===== src/rtl/mont_mul_r2.sv =====
// Radix-2 Montgomery multiplier: out_data = opA * opB * 2^-N mod opM.
// One multiplier bit per cycle, then a conditional subtract, then a registered result strobe.
module mont_mul_r2 #(
   parameter int DATA_WIDTH = 192
) (
   input  logic                  clk,
   input  logic                  rst_n,
   input  logic [DATA_WIDTH-1:0] opA,
   input  logic [DATA_WIDTH-1:0] opB,
   input  logic [DATA_WIDTH-1:0] opM,
   input  logic                  in_valid,
   output logic                  busy,
   output logic                  out_valid,
   output logic [DATA_WIDTH-1:0] out_data
);

   localparam int N  = DATA_WIDTH;
   localparam int CW = $clog2(N) + 1;

   localparam logic [1:0] S_IDLE  = 2'd0;
   localparam logic [1:0] S_LOOP  = 2'd1;
   localparam logic [1:0] S_FINAL = 2'd2;
   localparam logic [1:0] S_DONE  = 2'd3;

   logic [1:0]    r_state;
   logic [N-1:0]  r_a;
   logic [N-1:0]  r_b;
   logic [N-1:0]  r_m;
   logic [N+1:0]  r_t;
   logic [CW-1:0] r_i;
   logic          r_out_valid;
   logic [N-1:0]  r_out_data;

   logic [N+1:0]  w_t1;
   logic [N+1:0]  w_t2;
   logic [N+1:0]  w_red;

   // r_a is shifted right each iteration, so multiplier bit i always sits at r_a[0].
   always_comb begin
      w_t1  = r_t + (r_a[0] ? {2'b00, r_b} : '0);
      w_t2  = w_t1[0] ? (w_t1 + {2'b00, r_m}) : w_t1;
      w_red = (r_t >= {2'b00, r_m}) ? (r_t - {2'b00, r_m}) : r_t;
   end

   always_ff @(posedge clk) begin
      if (!rst_n) begin
         r_state     <= S_IDLE;
         r_a         <= '0;
         r_b         <= '0;
         r_m         <= '0;
         r_t         <= '0;
         r_i         <= '0;
         r_out_valid <= 1'b0;
         r_out_data  <= '0;
      end else begin
         r_out_valid <= 1'b0;
         case (r_state)
            S_IDLE: begin
               if (in_valid) begin
                  r_a     <= opA;
                  r_b     <= opB;
                  r_m     <= opM;
                  r_t     <= '0;
                  r_i     <= '0;
                  r_state <= S_LOOP;
               end
            end
            S_LOOP: begin
               r_t <= w_t2 >> 1;
               r_a <= r_a >> 1;
               r_i <= r_i + CW'(1);
               if (r_i == CW'(N - 1)) begin
                  r_state <= S_FINAL;
               end
            end
            S_FINAL: begin
               r_t     <= w_red;
               r_state <= S_DONE;
            end
            S_DONE: begin
               r_out_valid <= 1'b1;
               r_out_data  <= r_t[N-1:0];
               r_state     <= S_IDLE;
            end
            default: begin
               r_state <= S_IDLE;
            end
         endcase
      end
   end

   assign busy      = (r_state != S_IDLE);
   assign out_valid = r_out_valid;
   assign out_data  = r_out_data;

endmodule


===== config.mk =====
export PLATFORM = sky130hd
export DESIGN_NAME = mont_mul_r2
export DESIGN_NICKNAME = d
export VERILOG_FILES = /design/src/rtl/mont_mul_r2.sv
export SDC_FILE = /design/constraint.sdc
export NUM_CORES = 2
export LEC_CHECK = 0
export CAP_MARGIN = 10
export CELL_PAD_IN_SITES_DETAIL_PLACEMENT = 1
export CELL_PAD_IN_SITES_GLOBAL_PLACEMENT = 1
export CORE_MARGIN = 4
export CORE_UTILIZATION = 47
export CTS_BUF_LIST = sky130_fd_sc_hd__clkbuf_8
export CTS_CLUSTER_SIZE = 30
export DETAILED_ROUTE_END_ITERATION = 8
export HOLD_SLACK_MARGIN = 0.06
export PLACE_DENSITY = 0.88
export SETUP_SLACK_MARGIN = 0.02
export SKIP_LAST_GASP = 1
export SLEW_MARGIN = 20
export SYNTH_ARGS = -nofsm -noshare
export SYNTH_HDL_FRONTEND = slang
export SYNTH_SLANG_ARGS = --single-unit
export TNS_END_PERCENT = 20

===== constraint.sdc =====
create_clock -name clk -period 14.5 [get_ports clk]
set_input_delay 1.45 -clock clk [delete_from_list [all_inputs] [get_ports clk]]
set_output_delay 1.45 -clock clk [all_outputs]
set_load 0.005 [all_outputs]

==> impl_results.md <==
- Status: complete, but fails checks
- Violated checks: DRC, capacitance limit, slew limit
- Io pins: 773
- Number of global-route vias before repair: between 90,000 and 100k
- Buffers on Ports: between 700 and 800
- Clock slew at reported path FFs: roughly 90 ps
- Starting density of the core: approximately 47%
- Setup_tns: 0 ps
- RSZ-0062 raised after global routing: false
- Critical Path AT: ~12,000 ps
- Main synth FF type: dfxtp_1
- NumNets Final: ~12,000
- Share of cells above drive strength 1: 4.105%
- Reg2reg path depth: 30
- Synth top cells by count: nand2_1 (1,554), a21oi_1 (1,428), nor2_1 (1,040), dfxtp_1 (974), clkbuf_1 (658)
- Routed wire length: between 400,000 and 500,000 µm
- Final setup fails: 0
- Final period utilization: between 70% and 80%
- Area leader, netlist: dfxtp_1
- Hold Startpoint: r_b[174]
- Crit-path most repeated cell: a21oi_1
- Longest Clk Path Bufs: 3
- Die X: between 400 and 500 µm
- Hold path depth: 2
- Initial antenna violation count: 42
- PostCTS Resize Cnt: 0
- Library cells used by synthesis: between 90 and 100
- Pre-CTS WS: between 4000 and 5000 ps
- Post-Syn Area: between 70,000 and 80,000 µm²
- Sequential share of power: 22.8%
- Element type at the critical path start: register
- Grt total ovfl: 0
- DIE AREA: about 170,000 µm²
- Flop2flop setup slack: ~3400 ps
- EDFF count, synth: 0
- Worst r2r dst: r_t[159]
- Synth area leaders: dfxtp_1 (25%), ha_1 (9.3%), a21oi_1 (9.1%)
- Hold Path Sink: r_b[174]
- Core ar.: roughly 170,000 µm²
- Residual antenna-violating net count after detailed routing: 0
- Clk_lat worst skew: 1090 ps
- Top cell type's share of synthesized area: 24.83%
- #FFs+latches synth: about 970
- Total Routing Usage GR: 46.72%
- Worst Path Max Fanout: a little over 90
- Number of remaining DRC errors: just under 80
- Die Y-Extent: ~420 µm
- First drt pass iteration count: 9
- Sequential cell area fraction in the yosys report: ~25%
- Cell Int Power: ~7.9 mW
- RePlAce Congestion: 1.102
- Clk pwr share: 18.1%
- Worst r2r src: r_a[0]
- Slowest CP cell: a31oi_1
- Count leader, synth: nand2_1
- Slew at the pin closest to its max-slew limit: roughly 2400 ps
- Leakage power: between 30 and 40 nW
- Psw: around 9.6 mW
- Async set or reset register ratio after synthesis: 0%
- CP Class: reg -> reg
- Hold Crit Class: reg -> reg
- WP data required: 15,460 ps
- Hold Buf Count CTS: 0
- Tmin final: between 10,000 and 15,000 ps
- Num CTS Buffers: 177
- CTS Root Cell: clkbuf_8
- Final Max Tran Viols: 4
- Vias/cell: just under 7
- Syn. warnings: 0
- Net Sw Frac: 54.84%
- Largest net degree at the start of global routing: approximately 260
- MaxCap Viol Count: 2
- Min Hold Slack: approximately 460 ps
- DR vias: ~94,000
- Mean Syn Cell Area: between 7 and 8 µm²
- Crit end category: register
- Comb power frac: approximately three fifths
- Std-Cell Rows: 149
- Worst IR Drop VDD: around 0.00019 V
- Power density cells: around 190 nW/µm²
- Final Core Density: a little under three fifths
- Max incr delay on CP: 850 ps
- Slew HR: -59.28%
- Syn Inst Count: ~11,000
- TritonCTS clock tree: built
- First-pass GRT wire length: 620,300 µm
- Max Freq: 89.91 MHz
- CTS sink cnt: approximately 970
- Postcts setup bufs: 0
- Area delta synth->final: 16.19%
- Final worst setup slack: approximately 3400 ps
- Drt wl/cell: roughly 34 µm
- Post-DP HPWL: approximately 320,000 µm
- Clock skew: approximately 120 ps
- Hold Fails Final Rpt: 0
- Detailed Route Iter0 Violations: ~11,000
- Post-Syn Nets: 12,010
- Final total power: 17.44 mW
- Clock H-tree levels: 4
[kinds of logic (layout without fill, tap and decap cells)]
| group | Yosys count | in the layout | synth area share [%] |
|---|---|---|---|
| buf+inv | 1099 | 1554 | 5.280 |
| fa+ha+maj | 584 | 584 | 9.334 |
| other cells | 0 | 63 | 0 |
| xor+xnor | 563 | 563 | 6.279 |
| compound gates | 3489 | 3489 | 27.21 |
| flops | 974 | 974 | 24.83 |
| simple gates | 3622 | 3622 | 20.44 |
| mux | 518 | 518 | 6.625 |
[area by class of cell]
class / instances / area, µm²
inverters: 384 / 1449
repair buffers: 851 / 8359
well taps: 2189 / 2739
clock buffers: 221 / 3042
diodes: 63 / 157.7
fillers: 20580 / 74300
clock inverters: 98 / 939.7
multi-input cells: 8776 / 55060
flip-flops and latches: 974 / 19500
[registers in the layout, summed over array words and instances (netlist names)]
| register | flops |
|---|---|
| r_t | 194 |
| out_data | 192 |
| r_a | 192 |
| r_b | 192 |
| r_m | 192 |
| r_i | 9 |
| r_state | 2 |
| out_valid | 1 |
[power by group through the flow]
| stage | registers (mW) | logic [mW] | clock network [mW] |
|---|---|---|---|
| 2_1_floorplan | 3.50 | 6.11 | 0 |
| 3_3_place_gp | 3.81 | 8.96 | 0 |
| 3_5_place_dp | 3.87 | 9.29 | 0 |
| 4_1_cts | 3.86 | 9.56 | 3.07 |
| 5_1_grt | 3.93 | 10.7 | 3.23 |
| 6_report | 3.98 | 10.3 | 3.15 |
[critical path, delay by kind of cell, from the launching register on]
family / cells / cell delay (ps)
DFF: 1 / 490
adders and majority gates: 2 / 730
buffers and inverters: 2 / 910
and+or+nand+nor: 3 / 610
AOI/OAI and AO/OA: 21 / 7550
xor gates and xnor gates: 2 / 630
[routing by layer]
metal	vias up	share of wire, %	GRT usage, %
li1	39370	-	-
met2	6753	43	76.94
met4	24	11	38.41
met1	44900	35	50.84
met3	2977	10	11.75
met5	-	0.035	0
[how the worst max path moves through the flow]
stage            from       end  slack [ps]  cells past startpoint
2_1_floorplan  r_a[0]  r_t[190]        7030                     35
3_3_place_gp   r_a[0]  r_t[188]        4380                     30
3_5_place_dp   r_a[0]  r_t[190]        4290                     32
4_1_cts        r_a[0]  r_t[190]        4190                     33
5_1_grt        r_a[0]  r_t[188]        3080                     32
6_report       r_a[0]  r_t[159]        3380                     30
[through the flow]
step / instance area (µm²) / cells
2_1_floorplan: 78530 / 10850
3_3_place_gp: 87050 / 13170
3_5_place_dp: 87060 / 13170
4_1_cts: 91040 / 13490
5_1_grt: 91190 / 13530
6_report: 91250 / 13560
[layout by cell type, fill, tap and decap left out, types with 71 or more instances in the layout]
cell type,netlist,routed
a21oi_1,1428,1425
mux2i_1,504,504
nor3_1,120,119
and2_1,210,208
xnor2_1,329,329
nand4_1,318,318
a22oi_1,85,85
nand3_1,86,85
o21a_1,72,71
a211oi_1,230,230
nor2_1,1040,1036
nand2_1,1554,1550
clkdlybuf4s50_1,0,772
ha_1,581,577
inv_1,383,427
buf_4,0,73
clkbuf_8,0,221
a21o_1,321,321
o21bai_1,205,205
dfxtp_1,974,973
o21ai_0,628,626
xor2_1,234,234
No activity file was read; power rests on OpenSTA's default activity.
